**config.mk**
```make
export PLATFORM = sky130hd
export DESIGN_NAME = mem_port_arbiter
export DESIGN_NICKNAME = d
export VERILOG_FILES = /design/src/rtl/mem_port_arbiter_pkg.sv /design/src/rtl/mem_port_arbiter_timeout_ctr.sv /design/src/rtl/mem_port_arbiter.sv
export SDC_FILE = /design/constraint.sdc
export NUM_CORES = 1
export LEC_CHECK = 0
export CORE_MARGIN = 2
export CORE_UTILIZATION = 36
export DETAILED_ROUTE_END_ITERATION = 16
export PLACE_DENSITY = 0.74
export SLEW_MARGIN = 25
export SYNTH_ARGS = -nofsm -noshare
export SYNTH_HDL_FRONTEND = slang
export SYNTH_SLANG_ARGS = --single-unit
```
**constraint.sdc**
```tcl
create_clock -name clk -period 1.5 [get_ports clk]
set_input_delay 0.3 -clock clk [delete_from_list [all_inputs] [get_ports clk]]
set_output_delay 0.3 -clock clk [all_outputs]
set_load 0.01 [all_outputs]
```
**src/rtl/mem_port_arbiter_pkg.sv**
```systemverilog
// Shared definitions for the data-memory port arbiter: FSM state encodings
// and default streak / timeout limits.
package mem_port_arbiter_pkg;

    typedef enum logic [1:0] {
        MEMARB_IDLE    = 2'd0,
        MEMARB_BUSY_IF = 2'd1,
        MEMARB_BUSY_LS = 2'd2,
        MEMARB_DONE    = 2'd3
    } memarb_state_t;

    localparam int MEMARB_LS_STREAK = 4;
    localparam int MEMARB_TIMEOUT   = 64;

endpackage

```
**src/rtl/mem_port_arbiter_timeout_ctr.sv**
```systemverilog
// Loadable up-counter with clear, enable and a terminal-count flag, used to
// bound how long a transfer may wait for the memory acknowledge.
module memarb_timeout_ctr #(
    parameter int          W      = 6,
    parameter int unsigned TC_VAL = 63
) (
    input  logic         clk,
    input  logic         rst,
    input  logic         clear,
    input  logic         load,
    input  logic [W-1:0] load_val,
    input  logic         en,
    output logic [W-1:0] count,
    output logic         tc
);

    // Clear dominates load, which dominates counting.
    always_ff @(posedge clk) begin
        if (rst || clear)
            count <= '0;
        else if (load)
            count <= load_val;
        else if (en)
            count <= count + W'(1);
    end

    assign tc = (count == W'(TC_VAL));

endmodule

```
**src/rtl/mem_port_arbiter.sv**
```systemverilog
// Arbitrates the single data-memory port between instruction fetch and
// load/store traffic, with LS priority, an IF anti-starvation streak limit and an ack timeout.
module mem_port_arbiter
    import mem_port_arbiter_pkg::*;
#(
    parameter int AW        = 32,
    parameter int DW        = 32,
    parameter int LS_STREAK = MEMARB_LS_STREAK,
    parameter int TIMEOUT   = MEMARB_TIMEOUT
) (
    input  logic          clk,
    input  logic          rst,
    input  logic          if_req,
    input  logic [AW-1:0] if_addr,
    output logic [DW-1:0] if_rdata,
    output logic          if_ready,
    output logic          if_stall,
    input  logic          ls_req,
    input  logic          ls_we,
    input  logic [AW-1:0] ls_addr,
    input  logic [DW-1:0] ls_wdata,
    output logic [DW-1:0] ls_rdata,
    output logic          ls_ready,
    output logic          ls_stall,
    output logic          bus_err,
    output logic          m_req,
    output logic          m_we,
    output logic [AW-1:0] m_addr,
    output logic [DW-1:0] m_wdata,
    input  logic [DW-1:0] m_rdata,
    input  logic          m_ack
);

    localparam int SW = $clog2(LS_STREAK + 1);
    localparam int TW = (TIMEOUT > 2) ? $clog2(TIMEOUT) : 1;

    memarb_state_t state, next_state;

    logic [SW-1:0] streak;
    logic          owner_ls;
    logic          err_q;
    logic          grant_ls, grant_if, force_if;
    logic          busy, finish, timed_out;
    logic [TW-1:0] tmo_count;
    logic          tmo_tc;
    logic [DW-1:0] done_rdata;

    always_ff @(posedge clk) begin
        if (rst)
            state <= MEMARB_IDLE;
        else
            state <= next_state;
    end

    // IF gets one forced grant once LS has won LS_STREAK times in a row over it.
    always_comb begin
        next_state = state;
        grant_ls   = 1'b0;
        grant_if   = 1'b0;
        force_if   = (streak == SW'(LS_STREAK)) && if_req;
        case (state)
            MEMARB_IDLE: begin
                if (ls_req && !force_if) begin
                    grant_ls   = 1'b1;
                    next_state = MEMARB_BUSY_LS;
                end else if (if_req) begin
                    grant_if   = 1'b1;
                    next_state = MEMARB_BUSY_IF;
                end
            end
            MEMARB_BUSY_IF, MEMARB_BUSY_LS: begin
                if (finish)
                    next_state = MEMARB_DONE;
            end
            MEMARB_DONE: next_state = MEMARB_IDLE;
            default:     next_state = MEMARB_IDLE;
        endcase
    end

    assign busy      = (state == MEMARB_BUSY_IF) || (state == MEMARB_BUSY_LS);
    assign timed_out = busy && !m_ack && tmo_tc;
    assign finish    = busy && (m_ack || tmo_tc);
    assign done_rdata = (m_ack && !m_we) ? m_rdata : '0;

    memarb_timeout_ctr #(
        .W      (TW),
        .TC_VAL (TIMEOUT - 1)
    ) u_tmo (
        .clk      (clk),
        .rst      (rst),
        .clear    (state == MEMARB_DONE),
        .load     (grant_ls || grant_if),
        .load_val ('0),
        .en       (busy && !m_ack),
        .count    (tmo_count),
        .tc       (tmo_tc)
    );

    // Request latch at grant, streak bookkeeping, and completion capture.
    always_ff @(posedge clk) begin
        if (rst) begin
            m_addr   <= '0;
            m_we     <= 1'b0;
            m_wdata  <= '0;
            streak   <= '0;
            owner_ls <= 1'b0;
            err_q    <= 1'b0;
            if_rdata <= '0;
            ls_rdata <= '0;
        end else begin
            if (grant_ls) begin
                m_addr   <= ls_addr;
                m_we     <= ls_we;
                m_wdata  <= ls_wdata;
                owner_ls <= 1'b1;
                streak   <= if_req ? streak + SW'(1) : '0;
            end else if (grant_if) begin
                m_addr   <= if_addr;
                m_we     <= 1'b0;
                m_wdata  <= '0;
                owner_ls <= 1'b0;
                streak   <= '0;
            end
            if (finish) begin
                err_q <= timed_out;
                if (state == MEMARB_BUSY_LS)
                    ls_rdata <= done_rdata;
                else
                    if_rdata <= done_rdata;
            end
        end
    end

    assign m_req    = busy;
    assign if_ready = (state == MEMARB_DONE) && !owner_ls;
    assign ls_ready = (state == MEMARB_DONE) && owner_ls;
    assign bus_err  = (state == MEMARB_DONE) && err_q;
    assign if_stall = if_req && !if_ready;
    assign ls_stall = ls_req && !ls_ready;

endmodule

```
# Yosys cells after proc, flatten, opt, wreduce, memory -nomap -nowiden
# Cells that the tools add are included.
# word_totals
reg_bits	142
output_inout_bits	135
wordCells	68
# op_classes
n_addsub	2
n_eq_ne	7
muxes	20
bitwise	1
n_reduce_logical	28
# op_table
operator	n
$mux 32	5
$logic_and 1x1->1	11
$mux 3	3
$mux 1	8
$add 6x1->6 const B	1
$eq 6x6->1 const B	1
$logic_not 1->1	6
$mux 2	3
$pmux 2 s3	1
$reduce_and 2->1	3
$eq 2x2->1 const B	2
$logic_or 1x1->1	4
$reduce_or 2->1	2
$add 3x1->3 const B	1
$eq 3x3->1 const B	1
$ne 3x3->1 const B	1
$eq 2x1->1 const B	1
$logic_not 2->1	1
$ne 2x2->1 const B	1
$reduce_bool 2->1	1
$not 1->1	1

# Depth between registers and ports, before layout
# Gate-level depths: netlist (run 1).
# depth
ltp_word	8
ltp_mapped	8
mapped_depth_nobuf	6

# Cells and area by module
# From an unflattened synthesis (run 1), not the netlist that was laid out.
# unflattened
cells_unflattened	692
hier_area_um2	6124.6
# modules_own_cells
mod	instances	cells_each	area_each_um2	seq_area_each_um2
mem_port_arbiter	1	654	5806.8	2722.6
memarb_timeout_ctr	1	38	317.8	120.1

# Least setup slack after synthesis (run 1)
# OpenSTA, ideal clock, no wires.
# synth_timing
path_kind	reg2reg
startpoint	reg state[1]
endpoint	reg ls_rdata[0]
setup_time_ps	123
arrival_time_ps	1578
slack_ps	-201
stages_incl_launch_ff	8
path_buffers	2
period_less_slack_ps	1701
path_cell_list	dfxtp_1 inv_1 ha_1 buf_2 nand4_1 o21ai_4 clkbuf_2 o21ai_0
# synth_between
elab_chain_cells	4
elab_cells_between_ends	5
# synth_rtl
element	line_no	text
from (decl)	mem_port_arbiter.sv:37	memarb_state_t state, next_state;
from (signal assigned)	mem_port_arbiter.sv:52	state <= next_state;
$eq 2x1->1 / $eq 2x2->1 (equally long branches)	mem_port_arbiter.sv:80	assign busy = (state == MEMARB_BUSY_IF) || (state == MEMARB_BUSY_LS);
$logic_or 1x1->1 *	mem_port_arbiter.sv:80	
via m_req	mem_port_arbiter.sv:26	output logic m_req,
$logic_and 1x1->1 *	mem_port_arbiter.sv:82	assign finish = busy && (m_ack || tmo_tc);
$reduce_and 2->1 (no line) *	n/a	
to (signal assigned)	mem_port_arbiter.sv:127	ls_rdata <= done_rdata;
to (decl)	mem_port_arbiter.sv:22	output logic [DW-1:0] ls_rdata,
# The timed path passes the listed nets; every way through them passes the cells marked *.
# A chain may end at the register's enable or synchronous reset.

# Worst setup path after layout (run 1)
# layout_timing
startpoint	reg state[0]
endpoint	reg if_rdata[20]
# layout_between
elab_chain_cells	4
elab_cells_between_ends	6
# layout_rtl
element	line_no	text
$eq 2x1->1 / $eq 2x2->1 (equally long branches)	mem_port_arbiter.sv:80, mem_port_arbiter.sv:126	
$logic_or 1x1->1	mem_port_arbiter.sv:80	
$logic_and 1x1->1	mem_port_arbiter.sv:82	
$reduce_and 2->1 (no line) *	n/a	
to (signal assigned)	mem_port_arbiter.sv:129	if_rdata <= done_rdata;
to (decl)	mem_port_arbiter.sv:15	output logic [DW-1:0] if_rdata,
# Mark *: on every way between the ends. The rest lies on a longest branch, timed or not.

==> impl_metrics.sql, run 1 <==
INSERT INTO impl_metrics (metric_group, metric, value, unit) VALUES
('timing', 'worst_hold_slack', '0.4504', 'ns'),
('synth', 'synth_edf_count', '0', ''),
('clock_network', 'clock-root-buffer', 'sky130_fd_sc_hd__clkbuf_16', ''),
('pwr', 'p_leak', '4.450', 'nW'),
('timing', 'rsz0062_at_grt', 'yes', ''),
('synth', 'dominant_combinational_cell_family_by_area_after_synthesis', 'compound AO/OA/AOI/OAI gates', ''),
('pwr', 'netSwitchingFraction', '32.45', '%'),
('clock_network', 'cts-htree-levels', '4', ''),
('floorplanning', 'dieWidth', '126.7', 'um'),
('synth', 'yosys.area_share.xor_xnor', '0.8074', '%'),
('finish', 'layout.cell_area.non_filler', '10290', 'um2'),
('timing', 'fin_crit', '1.721', 'ns'),
('setup_path', 'timing.critical_path.buf_inv', '4', ''),
('finish', 'final_cell_mix', 'sky130_fd_sc_hd__dfxtp_1, sky130_fd_sc_hd__clkdlybuf4s50_1, sky130_fd_sc_hd__dlygate4sd2_1', ''),
('route', 'detail-route-antenna-nets', '0', ''),
('route', 'drtPass1Iterations', '4', ''),
('setup_path', 'cp_slowest_cell', 'sky130_fd_sc_hd__dfxtp_4', ''),
('synth', 'mappedNetlistNets', '733', ''),
('synth', 'yosysSeqAreaShare', '52.41', '%'),
('finish', 'drive_above_1_share', '27.68', '%'),
('synth', 'asr_flop_ratio_synth', '0', '%'),
('global_route', 'grt_antenna_before_repair', '0', ''),
('synth', 'post_synth_and_or_nand_nor_area_fraction', '19.40', '%'),
('synth', 'synth.top_cell.area_share', '52.41', '%'),
('route', 'drt-wirelength-per-cell', '18.47', 'um'),
('placement', 'dp_hpwl', '12200', 'um'),
('setup_path', 'critical_path_arrival', '2.07', 'ns'),
('route', 'viasPerCell', '5.139', ''),
('finish', 'final_core_utilization', '70.25', '%'),
('setup_path', 'required', '1.85', 'ns'),
('floorplanning', 'floorplan.initialDensity', '37.04', '%'),
('pwr', 'power.net_switching', '5.080', 'mW'),
('synth', 'synth_flop_cell', 'sky130_fd_sc_hd__dfxtp_1', ''),
('global_route', 'number_of_global_route_vias_before_repair', '5611', ''),
('synth', 'synth_area_leaders', 'sky130_fd_sc_hd__dfxtp_1, sky130_fd_sc_hd__o221a_2, sky130_fd_sc_hd__nand3_1', ''),
('clock_network', 'clock_sinks', '142', ''),
('global_route', 'grt_overflow_total', '0', ''),
('placement', 'detailed_place.area', '8636', 'um2'),
('setup_path', 'path_cells', 'inv_6 -> ha_4 -> nand4b_1 -> o22ai_4 -> buf_6 -> buf_6 -> buf_16 -> nand3_2 -> o21ai_1', ''),
('timing', 'report.final.setup_viol', '125', ''),
('outcome', 'status', 'complete, but fails checks', ''),
('setup_path', 'crit_type', 'register to register', ''),
('outcome', 'violations_in_the_final_reports', 'setup timing', ''),
('finish', 'diodes', '0', ''),
('clock_network', 'tritoncts', 'built', ''),
('route', 'detailroute.via_count', '5699', ''),
('clock_network', 'cts_max_path_buffers', '2', ''),
('synth', 'muxShareOfSynthArea', '0.5536', '%'),
('setup_path', 'crit_path_start_kind', 'register', ''),
('synth', 'yosys_cell_types', '43', ''),
('timing', 'slew_viol_final', '0', ''),
('pwr', 'combPwrFrac', '42.4', '%'),
('synth', 'synth_seq_cells', '142', ''),
('timing', 'max_slew.worst_pin.slew', '0.4142', 'ns'),
('timing', 'setup_total_negative_slack', '-11.07', 'ns'),
('setup_path', 'most_numerous_cell_on_the_critical_path', 'sky130_fd_sc_hd__buf_6', ''),
('placement', 'routabilityCongestion', '0.7734', ''),
('worst_hold_path', 'hold_class', 'register to register', ''),
('route', 'detail_route.wirelength', '20490', 'um'),
('global_route', 'maximum_number_of_pins_on_one_net_before_global_route_repair', '30', ''),
('timing', 'layout_setup_ws', '-0.2214', 'ns'),
('clock_network', 'clkSlewWorstSetupHoldPaths', '0.06', 'ns'),
('setup_path', 'critical_path.max_stage_delay', '0.38', 'ns'),
('pwr', 'worst_ir_drop_vdd', '0.8326', 'mV'),
('timing', 'final_hold_viol_count', '0', ''),
('synth', 'syn-instance-count', '592', ''),
('finish', 'layout_overhead_on_the_synthesized_area', '89.67', '%'),
('synth', 'post-synth-top-area-cell', 'sky130_fd_sc_hd__dfxtp_1', ''),
('timing', 'finalClockSkew', '0.007749', 'ns'),
('run', 'max_cap_violations', '0', ''),
('route', 'detail_route.drc_violations', '0', '');
## final timing paths
check                    from      endpoint  depth (start not counted)
setup / recovery     state[0]  if_rdata[20]                          9
hold / removal    if_rdata[6]   if_rdata[6]                          2
setup reg to reg     state[0]  if_rdata[20]                          9
hold reg to reg   if_rdata[6]   if_rdata[6]                          2
## flip-flops by register name (all words and copies together) (netlist names)
register / cells
m_we: 1
err_q: 1
streak: 3
u_tmo.count: 6
owner_ls: 1
ls_rdata: 32
state: 2
if_rdata: 32
m_addr: 32
m_wdata: 32
## power groups by stage
stage          clock (mW)  combinational, mW  sequential [mW]
2_1_floorplan           0               2.33             5.10
3_3_place_gp            0               4.88             4.82
3_5_place_dp            0               4.93             4.83
4_1_cts              4.32               5.67             4.76
5_1_grt              4.51               7.04             4.86
6_report             4.24               6.63             4.78
## cell families (layout without fill, tap and decap cells)
| family | after synthesis | in the layout |
|---|---|---|
| AOI/OAI and AO/OA | 141 | 141 |
| xor gates and xnor gates | 5 | 5 |
| muxes | 3 | 3 |
| buffers and inverters | 57 | 389 |
| adders and majority gates | 7 | 7 |
| and+or+nand+nor | 237 | 238 |
| DFF | 142 | 142 |
## Yosys cell counts (2+ instances only)
library cell	count
sky130_fd_sc_hd__buf_2	18
sky130_fd_sc_hd__and3_1	3
sky130_fd_sc_hd__nand4_1	3
sky130_fd_sc_hd__o21ai_1	12
sky130_fd_sc_hd__inv_1	5
sky130_fd_sc_hd__ha_1	7
sky130_fd_sc_hd__nor3_1	6
sky130_fd_sc_hd__nor2b_1	3
sky130_fd_sc_hd__mux2i_1	3
sky130_fd_sc_hd__dfxtp_1	142
sky130_fd_sc_hd__nor2_1	67
sky130_fd_sc_hd__xor2_1	4
sky130_fd_sc_hd__nand2_1	73
sky130_fd_sc_hd__o21ai_0	54
sky130_fd_sc_hd__o221a_2	32
sky130_fd_sc_hd__buf_4	6
sky130_fd_sc_hd__buf_6	3
sky130_fd_sc_hd__and2_1	2
sky130_fd_sc_hd__nand2b_1	2
sky130_fd_sc_hd__buf_1	7
sky130_fd_sc_hd__nand3_1	71
sky130_fd_sc_hd__a22o_1	33
sky130_fd_sc_hd__clkbuf_1	11
sky130_fd_sc_hd__clkbuf_2	6
## worst reg2reg max path: cells and delay by family (launching register included)
family	cells	cell delay, ns
flip-flops	1	0.38
AND/OR/NAND/NOR	2	0.23
buffers and inverters	4	0.42
AO/OA/AOI/OAI	2	0.31
adder cells (fa/ha/maj)	1	0.30
## routing by layer
layer	wire (um)	global-route usage (%)	vias up	share of wire [%]
met3	1680	10.25	30	8.2
met2	10090	39.62	216	49
met5	0	0	-	0
met1	8362	26.97	2697	41
li1	-	-	2756	-
met4	358	7.046	0	1.7
## repair_timing
item	4_1_cts	5_1_grt
pin swaps	9	32
resized for setup	204	106
cloned	9	13
setup endpoints to repair	273	146
buffers inserted	13	9
## final cells by class
class | count | area (um2)
clock inverter | 12 | 133.9
clock buffer | 20 | 456.7
tap | 184 | 230.2
fill | 1112 | 4357
inverter | 6 | 30.03
sequential | 142 | 2850
multi-input combinational | 394 | 2828
timing repair buffer | 351 | 3759
## through the flow
stage,total power [mW],worst slack (ns),std cells
after global routing,16.42,-0.3363,1109
after global placement,9.704,-0.4493,1039
after CTS,14.76,-0.1698,1092
after floorplan,7.427,-0.1026,592
after detailed placement,9.760,-0.4854,1039
final,15.66,-0.2214,1109
Note: power is estimated with default switching activity, not from simulation.
==> run 2: changes to the inputs <==
--- a/config.mk
+++ b/config.mk
@@ -5,9 +5,12 @@
 export SDC_FILE = /design/constraint.sdc
 export NUM_CORES = 1
 export LEC_CHECK = 0
+export CAP_MARGIN = 20
+export CORE_ASPECT_RATIO = 2
 export CORE_MARGIN = 2
 export CORE_UTILIZATION = 36
 export DETAILED_ROUTE_END_ITERATION = 16
+export MAX_ROUTING_LAYER = met4
 export PLACE_DENSITY = 0.74
 export SLEW_MARGIN = 25
 export SYNTH_ARGS = -nofsm -noshare
==> run 2 against run 1 <==
The run still ends with setup timing left. Final cell count about the same. Combinational power decreased by 8.7%. Sequential power hardly changed. Sequential share of layout area increased by 0.61 points. Cell area down 2.2%. Routed wire length is 2.6% higher. Power down 3.4%. Worst setup slack lost 0.0070 ns. Register-to-register slack hardly changed. Critical path depth is 1 higher. Clock skew increased by 0.0019 ns. Largest cell class unchanged.
==> impl_metrics.sql, run 2 (synthesized netlist as in run 1, its figures left out) <==
INSERT INTO impl_metrics (metric_group, metric, value, unit) VALUES
('outcome', 'violations_in_the_final_reports', 'setup timing', ''),
('placement', 'place_ws', '-0.5527', 'ns'),
('route', 'detailroute.via_count', '5703', ''),
('placement', 'routabilityCongestion', '0.8422', ''),
('route', 'detail-route-antenna-nets', '0', ''),
('floorplanning', 'placementRows', '63', ''),
('pwr', 'pwr_density_cell', '1502', 'nW/um2'),
('timing', 'slew-limit-headroom', '76.94', '%'),
('global_route', 'grt_usage', '24.62', '%'),
('timing', 'finalClockSkew', '0.009637', 'ns'),
('finish', 'diodes', '0', ''),
('floorplanning', 'die-height', '177.6', 'um'),
('timing', 'fin_crit', '1.728', 'ns'),
('setup_path', 'required', '1.85', 'ns'),
('route', 'detail_route.drc_violations', '0', ''),
('clock_network', 'clock_sinks', '142', ''),
('placement', 'detailed_place.area', '8589', 'um2'),
('setup_path', 'critical_path_arrival', '2.08', 'ns'),
('global_route', 'grt_antenna_before_repair', '0', ''),
('clock_network', 'numCtsBuffers', '17', ''),
('clock_network', 'clk_latency', '0.43', 'ns'),
('finish', 'layout_overhead_on_the_synthesized_area', '85.58', '%'),
('route', 'drtPass1Iterations', '4', ''),
('floorplanning', 'io-pin-count', '269', ''),
('clock_network', 'cts-htree-levels', '4', ''),
('outcome', 'status', 'complete, but fails checks', ''),
('floorplanning', 'fp.coreArea', '14820', 'um2'),
('route', 'detail_route.wirelength', '21030', 'um'),
('global_route', 'first_pass_grt_wire_length', '30280', 'um'),
('finish', 'fillerInstances', '1198', ''),
('placement', 'numPortBuffers', '268', ''),
('placement', 'dp_hpwl', '12910', 'um'),
('global_route', 'number_of_global_route_vias_before_repair', '5708', ''),
('finish', 'final_cell_mix', 'sky130_fd_sc_hd__dfxtp_1, sky130_fd_sc_hd__clkdlybuf4s50_1, sky130_fd_sc_hd__dlygate4sd2_1', ''),
('pwr', 'p_leak', '4.382', 'nW'),
('floorplanning', 'dieArea', '16120', 'um2'),
('setup_path', 'crit_path_start_kind', 'register', ''),
('pwr', 'worst_ir_drop_vdd', '0.7740', 'mV'),
('timing', 'rsz0062_at_grt', 'yes', ''),
('global_route', 'grt_overflow_total', '0', ''),
('finish', 'drive_above_1_share', '25.68', '%'),
('global_route', 'maximum_number_of_pins_on_one_net_before_global_route_repair', '49', ''),
('timing', 'worst_hold_slack', '0.4442', 'ns'),
('setup_path', 'worst_setup_ep_type', 'register', ''),
('floorplanning', 'dieWidth', '90.80', 'um'),
('timing', 'final_hold_viol_count', '0', ''),
('clock_network', 'clock-root-buffer', 'sky130_fd_sc_hd__clkbuf_16', ''),
('route', 'drt-wirelength-per-cell', '18.94', 'um'),
('timing', 'slew_viol_final', '0', ''),
('route', 'initialDrtViolationCount', '220', ''),
('timing', 'max_slew.worst_pin.slew', '0.3448', 'ns'),
('finish', 'layout.cell_area.non_filler', '10070', 'um2'),
('pwr', 'final_total_pwr', '15.12', 'mW'),
('clock_network', 'tritoncts', 'built', ''),
('worst_hold_path', 'hold_class', 'register to register', ''),
('clock_network', 'hold_buffers', '0', ''),
('clock_network', 'clkSlewWorstSetupHoldPaths', '0.06', 'ns'),
('floorplanning', 'floorplan.initialDensity', '36.60', '%'),
('finish', 'mostFrequentLayoutCell', 'sky130_fd_sc_hd__dfxtp_1', ''),
('setup_path', 'crit_type', 'register to register', ''),
('timing', 'finalCritPeriodShare', '115.2', '%'),
('timing', 'report.final.setup_viol', '118', ''),
('clock_network', 'cts_max_path_buffers', '2', ''),
('finish', 'final_core_utilization', '67.92', '%'),
('setup_path', 'path_max_fanout', '8', ''),
('timing', 'max_freq', '0.5786', 'GHz'),
('route', 'viasPerCell', '5.138', ''),
('timing', 'layout_setup_ws', '-0.2284', 'ns'),
('finish', 'nNetsFinal', '1045', ''),
('run', 'max_cap_violations', '0', '');
-- run 2: final cells by class --
cell class / instances / area, um2 / share of cell area, %
flip-flops and latches: 142 / 2850 / 28.32
clock buffers: 20 / 446.7 / 4.438
multi-input cells: 394 / 2795 / 27.77
inverters: 6 / 30.03 / 0.2983
repair buffers: 343 / 3558 / 35.35
clock inverters: 10 / 141.4 / 1.405
well taps: 195 / 244.0 / 2.424
-- run 2: worst paths after layout --
kind | slack [ns] | cells after the start | end | from
worst max-delay path | -0.23 | 10 | if_rdata[10] | state[0]
worst min-delay path | 0.44 | 2 | if_rdata[5] | if_rdata[5]
worst max register to register | -0.23 | 10 | if_rdata[10] | state[0]
worst min register to register | 0.44 | 2 | if_rdata[5] | if_rdata[5]
-- run 2: power breakdown --
part           switching [mW]  internal [mW]  leakage [nW]
logic                    2.89           3.16          2.94
registers               0.366           4.43          1.16
clock network            1.63           2.64         0.282
total                    4.89           10.2          4.38
-- run 2: timing repair --
| action | CTS | global route |
|---|---|---|
| setup endpoints to repair | 273 | 129 |
| gates resized for setup | 212 | 97 |
| cloned | 9 | 7 |
| pin swaps | 14 | 17 |
| buffers inserted | 11 | 11 |
-- run 2: through the flow --
step,instances,setup TNS [ns]
2_1_floorplan,592,-5.302
3_3_place_gp,1047,-45.95
3_5_place_dp,1047,-48.92
4_1_cts,1097,-9.724
5_1_grt,1110,-17.75
6_report,1110,-10.56
-- run 2: worst max-delay path, stage by stage, from the launching register on --
cell                       delay [ns]
sky130_fd_sc_hd__dfxtp_4         0.39
sky130_fd_sc_hd__inv_6           0.05
sky130_fd_sc_hd__buf_6           0.11
sky130_fd_sc_hd__ha_4            0.15
sky130_fd_sc_hd__nand4b_1        0.23
sky130_fd_sc_hd__o22ai_4         0.19
sky130_fd_sc_hd__buf_12          0.15
sky130_fd_sc_hd__buf_6           0.11
sky130_fd_sc_hd__buf_8           0.13
sky130_fd_sc_hd__nand3_2         0.08
sky130_fd_sc_hd__o21ai_1         0.07
-- run 2: metal layers --
layer | global-route usage, % | part of all wire, % | vias up
li1 | - | - | 2729
met2 | 44.56 | 55 | 202
met1 | 25.31 | 36 | 2724
met3 | 4.289 | 4.7 | 48
met5 | - | 0 | -
met4 | 12.75 | 3.8 | 0
==> run 3: changes to the inputs <==
--- a/config.mk
+++ b/config.mk
@@ -10,8 +10,9 @@
 export CORE_MARGIN = 2
 export CORE_UTILIZATION = 36
 export DETAILED_ROUTE_END_ITERATION = 16
+export GPL_TIMING_DRIVEN = 1
 export MAX_ROUTING_LAYER = met4
-export PLACE_DENSITY = 0.74
+export PLACE_DENSITY = 0.76
 export SLEW_MARGIN = 25
 export SYNTH_ARGS = -nofsm -noshare
 export SYNTH_HDL_FRONTEND = slang
==> run 3 against run 2 <==
The flow still finishes with violations (setup timing). Power is 13% higher. Global-route usage is 0.33 points lower. Hold slack better by 0.0022 ns. First-iteration DRC count is 25% lower. Critical path type unchanged. Largest cell class unchanged.
==> impl_metrics.sql, run 3 (synthesized netlist as in run 1, its figures left out) <==
INSERT INTO impl_metrics (metric_group, metric, value, unit) VALUES
('timing', 'slew_viol_final', '0', ''),
('floorplanning', 'io-pin-count', '269', ''),
('timing', 'max_slew.worst_pin.slew', '0.4118', 'ns'),
('placement', 'numPortBuffers', '268', ''),
('setup_path', 'ff2ff_path_depth', '8', ''),
('timing', 'layout_setup_ws', '-0.1688', 'ns'),
('timing', 'worst_hold_slack', '0.4463', 'ns'),
('clock_network', 'clkSlewWorstSetupHoldPaths', '0.06', 'ns'),
('clock_network', 'cts-htree-levels', '4', ''),
('pwr', 'p_leak', '4.488', 'nW'),
('clock_network', 'clock-root-buffer', 'sky130_fd_sc_hd__clkbuf_16', ''),
('timing', 'finalCritPeriodShare', '111.3', '%'),
('timing', 'setup_total_negative_slack', '-10.05', 'ns'),
('global_route', 'grt_antenna_before_repair', '1', ''),
('timing', 'final_hold_viol_count', '0', ''),
('global_route', 'number_of_global_route_vias_before_repair', '5688', ''),
('pwr', 'worst_ir_drop_vdd', '0.9515', 'mV'),
('floorplanning', 'placementRows', '63', ''),
('finish', 'final_cell_mix', 'sky130_fd_sc_hd__dfxtp_1, sky130_fd_sc_hd__clkdlybuf4s50_1, sky130_fd_sc_hd__dlygate4sd2_1', ''),
('setup_path', 'path_cells', 'inv_4 -> ha_4 -> nand4b_1 -> o22ai_4 -> buf_12 -> buf_12 -> clkbuf_16 -> o21ai_1', ''),
('floorplanning', 'fp.coreArea', '14820', 'um2'),
('setup_path', 'most_numerous_cell_on_the_critical_path', 'sky130_fd_sc_hd__buf_12', ''),
('timing', 'finalClockSkew', '0.009926', 'ns'),
('global_route', 'grt_usage', '24.29', '%'),
('finish', 'nNetsFinal', '1043', ''),
('placement', 'place_inst', '1044', ''),
('timing', 'report.final.setup_viol', '133', ''),
('outcome', 'violations_in_the_final_reports', 'setup timing', ''),
('floorplanning', 'dieWidth', '90.80', 'um'),
('placement', 'routabilityCongestion', '0.8169', ''),
('clock_network', 'clk_latency', '0.42', 'ns'),
('worst_hold_path', 'holdCritStartpoint', 'if_rdata[6]', ''),
('global_route', 'maximum_number_of_pins_on_one_net_before_global_route_repair', '34', ''),
('timing', 'slew-limit-headroom', '72.48', '%'),
('outcome', 'status', 'complete, but fails checks', ''),
('clock_network', 'cts_max_path_buffers', '2', ''),
('setup_path', 'required', '1.81', 'ns'),
('floorplanning', 'floorplan.initialDensity', '36.60', '%'),
('finish', 'drive_above_1_share', '27.13', '%'),
('finish', 'mostFrequentLayoutCell', 'sky130_fd_sc_hd__dfxtp_1', ''),
('setup_path', 'cp-startpoint', 'state[1]', ''),
('route', 'drtPass1Iterations', '4', ''),
('global_route', 'first_pass_grt_wire_length', '30230', 'um'),
('pwr', 'final_total_pwr', '17.05', 'mW'),
('timing', 'rsz0062_at_grt', 'yes', ''),
('timing', 'max_freq', '0.5992', 'GHz'),
('setup_path', 'timing.rr.start', 'state[1]', ''),
('pwr', 'pwr_density_cell', '1626', 'nW/um2'),
('floorplanning', 'dieArea', '16120', 'um2'),
('placement', 'dp_hpwl', '12690', 'um'),
('route', 'drt-wirelength-per-cell', '20.21', 'um'),
('setup_path', 'cp_slowest_cell', 'sky130_fd_sc_hd__dfxtp_4', ''),
('setup_path', 'crit_type', 'register to register', ''),
('setup_path', 'path_max_fanout', '7', ''),
('clock_network', 'numCtsBuffers', '17', ''),
('global_route', 'grt_overflow_total', '0', ''),
('route', 'detail_route.drc_violations', '0', ''),
('route', 'initialDrtViolationCount', '166', ''),
('finish', 'final_cell_count_no_fill', '1110', ''),
('route', 'detail-route-antenna-nets', '0', ''),
('setup_path', 'crit_path_end', 'if_rdata[27]', ''),
('clock_network', 'tritoncts', 'built', ''),
('run', 'max_cap_violations', '0', ''),
('setup_path', 'critical_path.max_stage_delay', '0.38', 'ns'),
('finish', 'layout.cell_area.non_filler', '10490', 'um2'),
('clock_network', 'clock_sinks', '142', ''),
('setup_path', 'worst_setup_ep_type', 'register', ''),
('worst_hold_path', 'hold_class', 'register to register', ''),
('route', 'detail_route.wirelength', '22440', 'um'),
('setup_path', 'critical_path_arrival', '1.98', 'ns'),
('timing', 'fin_crit', '1.669', 'ns'),
('clock_network', 'hold_buffers', '0', ''),
('floorplanning', 'die-height', '177.6', 'um'),
('placement', 'detailed_place.area', '8605', 'um2'),
('finish', 'layout_overhead_on_the_synthesized_area', '93.38', '%'),
('setup_path', 'worst_r2r_endpoint', 'if_rdata[27]', ''),
('setup_path', 'crit_path_start_kind', 'register', ''),
('route', 'detailroute.via_count', '5785', ''),
('setup_path', 'rrSetupSlack', '-0.17', 'ns'),
('route', 'viasPerCell', '5.212', '');
==> run 3: cell types whose count changed in the layout (fill, tap and decap cells not counted), sizes merged <==
cell and change:
diode +1, clkdlybuf4s50 +1, buf -7, dlygate4sd2 -1
bufinv +2, clkinv -4, clkbuf +7, clkinvlp +1
==> run 3: worst min-delay path by stage <==
stage / to / cells past startpoint
finish: if_rdata[6] / 2
global route: if_rdata[27] / 2
CTS: if_rdata[20] / 2
detailed placement: if_rdata[19] / 2
global placement: if_rdata[19] / 2
floorplan: m_wdata[23] / 1
==> run 3: power by group <==
part	internal, mW	total [mW]	switching [mW]
registers	4.44	4.93	0.494
logic	3.93	7.39	3.46
clock network	3.12	4.73	1.61
total	11.5	17.1	5.56
==> run 3: per-layer routing <==
layer | up-vias | global-route usage, % | part of all wire [%]
met5 | - | - | 0
met1 | 2763 | 25.92 | 36
met2 | 235 | 43.59 | 55
met3 | 59 | 4.289 | 5.0
li1 | 2728 | - | -
met4 | 0 | 10.98 | 3.7
==> run 3: layout make-up <==
class,instances,area [um2]
antenna,1,2.502
clock buffer,22,484.2
clock inverter,9,181.4
fill,1037,4330
inverter,6,30.03
multi-input combinational,394,2983
sequential,142,2850
tap,195,244.0
timing repair buffer,341,3714
==> run 3: through the flow <==
step / util, % / worst slack (ns)
floorplan: - / -0.1026
global placement: 58.06 / -0.4180
detailed placement: 58.06 / -0.4536
CTS: 64.70 / -0.1654
global route: 70.78 / -0.2247
finish: 70.78 / -0.1688
==> run 3: critical path, delay by kind of cell, from the launching register on <==
kind	cells	cell delay, ns
buf+inv	4	0.49
flops	1	0.38
fa+ha+maj	1	0.29
compound gates	2	0.22
simple gates	1	0.16
==> run 3: repair_timing <==
action,CTS,global route
buffers inserted,8,6
pin swaps,13,31
cloned,7,14
endpoints found under the setup margin,260,131
resized for setup,210,130
